--- src/rtl/mem_arbiter_pkg.sv ---
// rtl/mem_arbiter_pkg.sv - shared types for the I/D memory port arbiter
// Contents: arb_state_t (IDLE, SERVE_I, SERVE_D) and arb_grant_t (GRANT_I, GRANT_D).
package mem_arbiter_pkg;

    typedef enum logic [1:0] {
        IDLE    = 2'd0,
        SERVE_I = 2'd1,
        SERVE_D = 2'd2
    } arb_state_t;

    typedef enum logic {
        GRANT_I = 1'b0,
        GRANT_D = 1'b1
    } arb_grant_t;

    localparam logic [1:0] BE_ALL = 2'b11;

endpackage

--- src/rtl/mem_arbiter_if.sv ---
// rtl/mem_arbiter_if.sv - bundle of fetch, data and physical memory port signals
// Ports: fetch (i_*), data (d_*) and physical memory (pmem_*) groups.
// Modports: slave = arbiter view, master = requester/memory environment view.
interface mem_arbiter_if #(
    parameter int ADDR_W = 16,
    parameter int DATA_W = 16
);
    logic              i_request;
    logic [ADDR_W-1:0] i_address;
    logic              i_response;
    logic [DATA_W-1:0] i_rdata;

    logic              d_request;
    logic              d_write_enable;
    logic [ADDR_W-1:0] d_address;
    logic [DATA_W-1:0] d_wdata;
    logic [1:0]        d_byte_enable;
    logic              d_response;
    logic [DATA_W-1:0] d_rdata;

    logic              pmem_read;
    logic              pmem_write;
    logic [ADDR_W-1:0] pmem_address;
    logic [DATA_W-1:0] pmem_wdata;
    logic [1:0]        pmem_byte_enable;
    logic [DATA_W-1:0] pmem_rdata;
    logic              pmem_resp;

    modport slave (
        input  i_request, i_address,
        output i_response, i_rdata,
        input  d_request, d_write_enable, d_address, d_wdata, d_byte_enable,
        output d_response, d_rdata,
        output pmem_read, pmem_write, pmem_address, pmem_wdata, pmem_byte_enable,
        input  pmem_rdata, pmem_resp
    );

    modport master (
        output i_request, i_address,
        input  i_response, i_rdata,
        output d_request, d_write_enable, d_address, d_wdata, d_byte_enable,
        input  d_response, d_rdata,
        input  pmem_read, pmem_write, pmem_address, pmem_wdata, pmem_byte_enable,
        output pmem_rdata, pmem_resp
    );
endinterface

--- src/rtl/mem_arb_pick.sv ---
// rtl/mem_arb_pick.sv - combinational winner selection between fetch and data requests
// Ports: i_request_i, d_request_i, prefer_d_i (only with MEM_ARB_RR_EN),
//        valid_o (some request pending), grant_o (winning port).
// Macro MEM_ARB_RR_EN: simultaneous requests alternate using prefer_d_i;
// otherwise D always wins a tie.
import mem_arbiter_pkg::*;

module mem_arb_pick (
    input  logic       i_request_i,
    input  logic       d_request_i,
`ifdef MEM_ARB_RR_EN
    input  logic       prefer_d_i,
`endif
    output logic       valid_o,
    output arb_grant_t grant_o
);

    always_comb begin
        valid_o = i_request_i | d_request_i;
        grant_o = GRANT_I;
`ifdef MEM_ARB_RR_EN
        if (d_request_i && i_request_i)
            grant_o = prefer_d_i ? GRANT_D : GRANT_I;
        else if (d_request_i)
            grant_o = GRANT_D;
`else
        // D wins ties so a stalled MEM stage can never be starved by fetch.
        if (d_request_i)
            grant_o = GRANT_D;
`endif
    end

endmodule

--- src/rtl/mem_arbiter.sv ---
// rtl/mem_arbiter.sv - shares one physical memory port between fetch (I) and data (D)
// Ports: clk, reset_n (async active-low), bus (mem_arbiter_if.slave).
// Winner's address/wdata/byte enables are latched in IDLE and held until pmem_resp;
// the response pulse and read data are combinational on pmem_resp.
// Macro MEM_ARB_RR_EN: round-robin tie breaking with a 1-bit pointer.
import mem_arbiter_pkg::*;

module mem_arbiter #(
    parameter int ADDR_W = 16,
    parameter int DATA_W = 16
) (
    input  logic          clk,
    input  logic          reset_n,
    mem_arbiter_if.slave  bus
);

    arb_state_t        state_q;
    logic [ADDR_W-1:0] addr_q;
    logic [DATA_W-1:0] wdata_q;
    logic [1:0]        be_q;
    logic              we_q;
    logic              read_q;
    logic              write_q;
    logic              pick_valid;
    arb_grant_t        pick_grant;

`ifdef MEM_ARB_RR_EN
    logic prefer_d_q;
`endif

    mem_arb_pick u_pick (
        .i_request_i (bus.i_request),
        .d_request_i (bus.d_request),
`ifdef MEM_ARB_RR_EN
        .prefer_d_i  (prefer_d_q),
`endif
        .valid_o     (pick_valid),
        .grant_o     (pick_grant)
    );

    always_ff @(posedge clk or negedge reset_n) begin
        if (!reset_n) begin
            state_q    <= IDLE;
            addr_q     <= '0;
            wdata_q    <= '0;
            be_q       <= '0;
            we_q       <= 1'b0;
            read_q     <= 1'b0;
            write_q    <= 1'b0;
`ifdef MEM_ARB_RR_EN
            prefer_d_q <= 1'b1;
`endif
        end else begin
            case (state_q)
                IDLE: begin
                    if (pick_valid) begin
                        if (pick_grant == GRANT_D) begin
                            state_q <= SERVE_D;
                            addr_q  <= bus.d_address;
                            wdata_q <= bus.d_wdata;
                            be_q    <= bus.d_byte_enable;
                            we_q    <= bus.d_write_enable;
                            read_q  <= ~bus.d_write_enable;
                            write_q <= bus.d_write_enable;
                        end else begin
                            state_q <= SERVE_I;
                            addr_q  <= bus.i_address;
                            wdata_q <= '0;
                            be_q    <= BE_ALL;
                            we_q    <= 1'b0;
                            read_q  <= 1'b1;
                            write_q <= 1'b0;
                        end
                    end
                end
                SERVE_I, SERVE_D: begin
                    // Live requests are ignored here; only pmem_resp ends the cycle.
                    if (bus.pmem_resp) begin
                        state_q <= IDLE;
                        read_q  <= 1'b0;
                        write_q <= 1'b0;
`ifdef MEM_ARB_RR_EN
                        prefer_d_q <= (state_q == SERVE_I);
`endif
                    end
                end
                default: begin
                    state_q <= IDLE;
                    read_q  <= 1'b0;
                    write_q <= 1'b0;
                end
            endcase
        end
    end

    assign bus.pmem_read        = read_q;
    assign bus.pmem_write       = write_q;
    assign bus.pmem_address     = addr_q;
    assign bus.pmem_wdata       = wdata_q;
    // Only a D store narrows the mask; reads and idle present a full word.
    assign bus.pmem_byte_enable = ((state_q == SERVE_D) && we_q) ? be_q : BE_ALL;

    assign bus.i_response = (state_q == SERVE_I) && bus.pmem_resp;
    assign bus.d_response = (state_q == SERVE_D) && bus.pmem_resp;
    assign bus.i_rdata    = bus.i_response ? bus.pmem_rdata : '0;
    assign bus.d_rdata    = bus.d_response ? bus.pmem_rdata : '0;

endmodule

--- src/flat_wrapper.sv ---
// flat-port wrapper written by rule: the top's interface ports become plain ports
module mem_arbiter_flat 
#(
    parameter int ADDR_W = 16,
    parameter int DATA_W = 16
)
  (clk, reset_n, bus_i_request, bus_i_address, bus_i_response, bus_i_rdata, bus_d_request, bus_d_write_enable, bus_d_address, bus_d_wdata, bus_d_byte_enable, bus_d_response, bus_d_rdata, bus_pmem_read, bus_pmem_write, bus_pmem_address, bus_pmem_wdata, bus_pmem_byte_enable, bus_pmem_rdata, bus_pmem_resp);
  mem_arbiter_if #(.ADDR_W(ADDR_W), .DATA_W(DATA_W)) bus_i ();
  input  logic clk;
  input  logic reset_n;
  input wire logic [$bits(bus_i.i_request)-1:0] bus_i_request;
  input wire logic [$bits(bus_i.i_address)-1:0] bus_i_address;
  output wire logic [$bits(bus_i.i_response)-1:0] bus_i_response;
  output wire logic [$bits(bus_i.i_rdata)-1:0] bus_i_rdata;
  input wire logic [$bits(bus_i.d_request)-1:0] bus_d_request;
  input wire logic [$bits(bus_i.d_write_enable)-1:0] bus_d_write_enable;
  input wire logic [$bits(bus_i.d_address)-1:0] bus_d_address;
  input wire logic [$bits(bus_i.d_wdata)-1:0] bus_d_wdata;
  input wire logic [$bits(bus_i.d_byte_enable)-1:0] bus_d_byte_enable;
  output wire logic [$bits(bus_i.d_response)-1:0] bus_d_response;
  output wire logic [$bits(bus_i.d_rdata)-1:0] bus_d_rdata;
  output wire logic [$bits(bus_i.pmem_read)-1:0] bus_pmem_read;
  output wire logic [$bits(bus_i.pmem_write)-1:0] bus_pmem_write;
  output wire logic [$bits(bus_i.pmem_address)-1:0] bus_pmem_address;
  output wire logic [$bits(bus_i.pmem_wdata)-1:0] bus_pmem_wdata;
  output wire logic [$bits(bus_i.pmem_byte_enable)-1:0] bus_pmem_byte_enable;
  input wire logic [$bits(bus_i.pmem_rdata)-1:0] bus_pmem_rdata;
  input wire logic [$bits(bus_i.pmem_resp)-1:0] bus_pmem_resp;
  assign bus_i.i_request = bus_i_request;
  assign bus_i.i_address = bus_i_address;
  assign bus_i_response = bus_i.i_response;
  assign bus_i_rdata = bus_i.i_rdata;
  assign bus_i.d_request = bus_d_request;
  assign bus_i.d_write_enable = bus_d_write_enable;
  assign bus_i.d_address = bus_d_address;
  assign bus_i.d_wdata = bus_d_wdata;
  assign bus_i.d_byte_enable = bus_d_byte_enable;
  assign bus_d_response = bus_i.d_response;
  assign bus_d_rdata = bus_i.d_rdata;
  assign bus_pmem_read = bus_i.pmem_read;
  assign bus_pmem_write = bus_i.pmem_write;
  assign bus_pmem_address = bus_i.pmem_address;
  assign bus_pmem_wdata = bus_i.pmem_wdata;
  assign bus_pmem_byte_enable = bus_i.pmem_byte_enable;
  assign bus_i.pmem_rdata = bus_pmem_rdata;
  assign bus_i.pmem_resp = bus_pmem_resp;
  mem_arbiter #(.ADDR_W(ADDR_W), .DATA_W(DATA_W)) u_core (.clk(clk), .reset_n(reset_n), .bus(bus_i));
endmodule
--- config.mk ---
export PLATFORM = sky130hd
export DESIGN_NAME = mem_arbiter_flat
export DESIGN_NICKNAME = d
export VERILOG_FILES = /design/src/rtl/mem_arbiter_pkg.sv /design/src/rtl/mem_arbiter_if.sv /design/src/rtl/mem_arb_pick.sv /design/src/rtl/mem_arbiter.sv /design/src/flat_wrapper.sv
export SDC_FILE = /design/constraint.sdc
export NUM_CORES = 1
export LEC_CHECK = 0
export CAP_MARGIN = 10
export CORE_MARGIN = 2
export CORE_UTILIZATION = 28
export CTS_BUF_LIST = sky130_fd_sc_hd__clkbuf_2 sky130_fd_sc_hd__clkbuf_4 sky130_fd_sc_hd__clkbuf_8
export CTS_CLUSTER_DIAMETER = 80
export DETAILED_ROUTE_END_ITERATION = 8
export PLACE_DENSITY = 0.75
export SYNTH_ARGS = -nofsm -noshare
export SYNTH_HDL_FRONTEND = slang
export SYNTH_HIERARCHICAL = 1
export SYNTH_SLANG_ARGS = --single-unit
--- constraint.sdc ---
create_clock -name clk -period 1.7 [get_ports clk]
set_input_delay 0.255 -clock clk [delete_from_list [all_inputs] [get_ports clk]]
set_output_delay 0.255 -clock clk [all_outputs]
set_load 0.005 [all_outputs]
==> impl_metrics.ini <==
[sta]
tns_ns = 0
maxSlewHeadroom_pct = 67.0
tightest_slew_ns = 0.495
maxClockFrequency_mhz = 611
setup_viol = 0
hold_viol_final = 0
rsz0062_at_grt = false
finClkSkew_ns = 0.00514
report.final.slew_viol_count = 0
post-route-min-period_ns = 1.64
fin_crit_sh_pct = 96.3
timing.hold.ws_ns = 0.421

[cells_and_area]
fin_util_pct = 52.9
num_antenna_cells = 0
drive_gt1_share_pct = 19.5
final_area_sq_mm = 0.00363
design.final.nets = 444
area_delta_synth_final_pct = 80.2

[placed_design]
hpwlAfterDp_microns = 4630
dpl-instance-area_sq_mm = 0.00358
port_buffers = 141
place.gp.congestion = 0.712

[power_and_ir_drop]
total_power_uw = 4730
leakage_uw = 0.00180
vdd_drop_max_v = 0.000597
power_density_mw_per_mm2 = 1300

[worst_setup_path]
required_ns = 1.44
worst-path-max-fanout = 5
r2r-start = u_core/state_q[0]$_DFFE_PN0P_
critPathCaptureType = output port
crit_arrival_ns = 1.38
reg2reg_slack_ns = 0.11
cp-start-kind = register
ff2ff_path_depth = 7
crit_type = reg -> out
r2r-end = u_core/state_q[0]$_DFFE_PN0P_

[hold_path]
holdCritStartpoint = bus_d_request
min_path_type = in -> reg
min_to = u_core/state_q[1]$_DFFE_PN0P_
hold_depth = 4

[clock_tree]
numCtsBuffers = 5
path_clk_slew_ns = 0.08
tritoncts = yes
clk-insertion-delay-late_ns = 0.28
cts_root_buf = clkbuf_8
clock-sinks = 39
htree_levels = 2
cts_buffer_depth = 2

[drt]
firstDrtPassIters = 4
antenna_left = 0
drt_first_iter_violations = 67
drcViolationCount = 0
routedWlPerCell_microns = 13.4
vias = 2084
finalWirelength_microns = 6230
vias_per_cell = 4.48

[synthesis]
yosysTopAreaCell = dfrtp_1
synth_fp_nets = 295
synthFlopType = dfrtp_1
synth_area_per_cell_sq_um = 9.20
synth_top_cell_area_share_pct = 48.4
yosysSeqAreaShare_pct = 48.4
synthMostInstantiatedCell = nand2_1
ys_async_sr_fraction_pct = 100
synth_common_cells = nand2_1 (53), dfrtp_1 (39), and3_1 (32)
synth_warnings = 6
syn_inst = 219
synth-edff-count = 0
ys_top_cells_by_area = dfrtp_1 (48%), and3_1 (9.9%), nand2_1 (9.9%)
synth_area_sq_mm = 0.00201
synth-seq-cells = 39
yosysUniqueCellTypes = 25

[run]
cap_violations = 0

[outcome]
status = complete, no violations

[die]
die-area_sq_mm = 0.00789
rows = 30
die_width_microns = 88.8
io_pins = 142
core_sq_mm = 0.00687
start_util_pct = 29.3
die_y_microns = 88.8

[global_routing]
grt_pass1_wl_microns = 9480
grt_pass1_vias = 1966
track_usage_pct = 15.5
grt_max_degree = 38
grt_overflow_total = 0
antenna_found_initial = 0
[through the flow]
step | worst slack (ns) | cells
finish | 0.0627 | 465
global route | 0.00728 | 465
CTS | -0.0357 | 467
detailed placement | -0.189 | 453
global placement | -0.148 | 453
floorplan | 0.339 | 219
[worst max-delay path by stage]
stage | endpoint | slack, ns | from | depth (start not counted)
floorplan | bus_d_rdata[10] | 0.34 | u_core/state_q[0]$_DFFE_PN0P_ | 4
global placement | bus_d_rdata[10] | -0.15 | bus_pmem_resp | 4
detailed placement | bus_d_rdata[10] | -0.19 | bus_pmem_resp | 4
CTS | bus_d_rdata[11] | -0.04 | u_core/state_q[1]$_DFFE_PN0P_ | 6
global route | bus_i_response | 0.007 | u_core/state_q[0]$_DFFE_PN0P_ | 4
finish | bus_i_response | 0.06 | u_core/state_q[0]$_DFFE_PN0P_ | 4
[placed cells by master, fill, tap and decap left out, drive strengths merged]
master,synthesis,final
clkdlybuf4s15,0,2
mux2i,16,16
a31oi,2,2
or2,1,1
clkbuf,6,25
nor2b,2,2
buf,11,34
inv,5,5
o21ai,21,21
clkdlybuf4s50,0,103
o41ai,1,1
clkinv,0,1
dfrtp,39,39
and2,3,3
clkinvlp,0,1
nand2,53,53
o31ai,2,2
and3,32,32
nand3,16,16
dlygate4sd3,0,1
nand4b,1,1
nor2,2,2
ha,4,4
nand3b,2,2
[cell families after synthesis]
family	synth area share (%)
and+or+nand+nor	27.3
DFF	48.4
AOI/OAI and AO/OA	7.39
buffers and inverters	6.40
muxes	7.95
adders and majority gates	2.48
[repair_timing]
action	4_1_cts	5_1_grt
endpoints found under the hold margin	18	0
endpoints found under the setup margin	36	31
resized for setup	120	26
pin swaps	2	2
buffers inserted	3	0
cloned	2	0
hold buffers	1	0
[sequential cells by signal, indices dropped and copies added, names as in the netlist]
name,cells
u_core/bus.pmem_write,1
u_core/bus.pmem_wdata,16
u_core/bus.pmem_address,16
u_core/state_q,2
u_core/be_q,2
u_core/bus.pmem_read,1
u_core/we_q,1
[final cells by class]
| cell class | instances | area (sq um) |
|---|---|---|
| clock buffers | 6 | 76.3 |
| clock inverters | 2 | 12.5 |
| fillers | 658 | 3240 |
| inverters | 5 | 18.8 |
| multi-input cells | 158 | 957 |
| flip-flops and latches | 39 | 976 |
| well taps | 96 | 120 |
| repair buffers | 159 | 1470 |
[layer usage]
metal	global-route usage, %	share of wire, %
met1	17.3	38
met2	27.7	53
met3	5.22	7.7
met4	4.68	0.92
met5	0	0
[critical path: stages, from the launching register on]
cell and delay, ns:
dfrtp_1 0.43, ha_4 0.20, buf_6 0.12, and2_1 0.14
clkdlybuf4s15_1 0.21
[where the power goes]
part,switching [uW],internal (uW)
combinational,1020,1480
sequential,239,1370
clock,321,303
total,1580,3150
No activity file was read; power rests on OpenSTA's default activity.
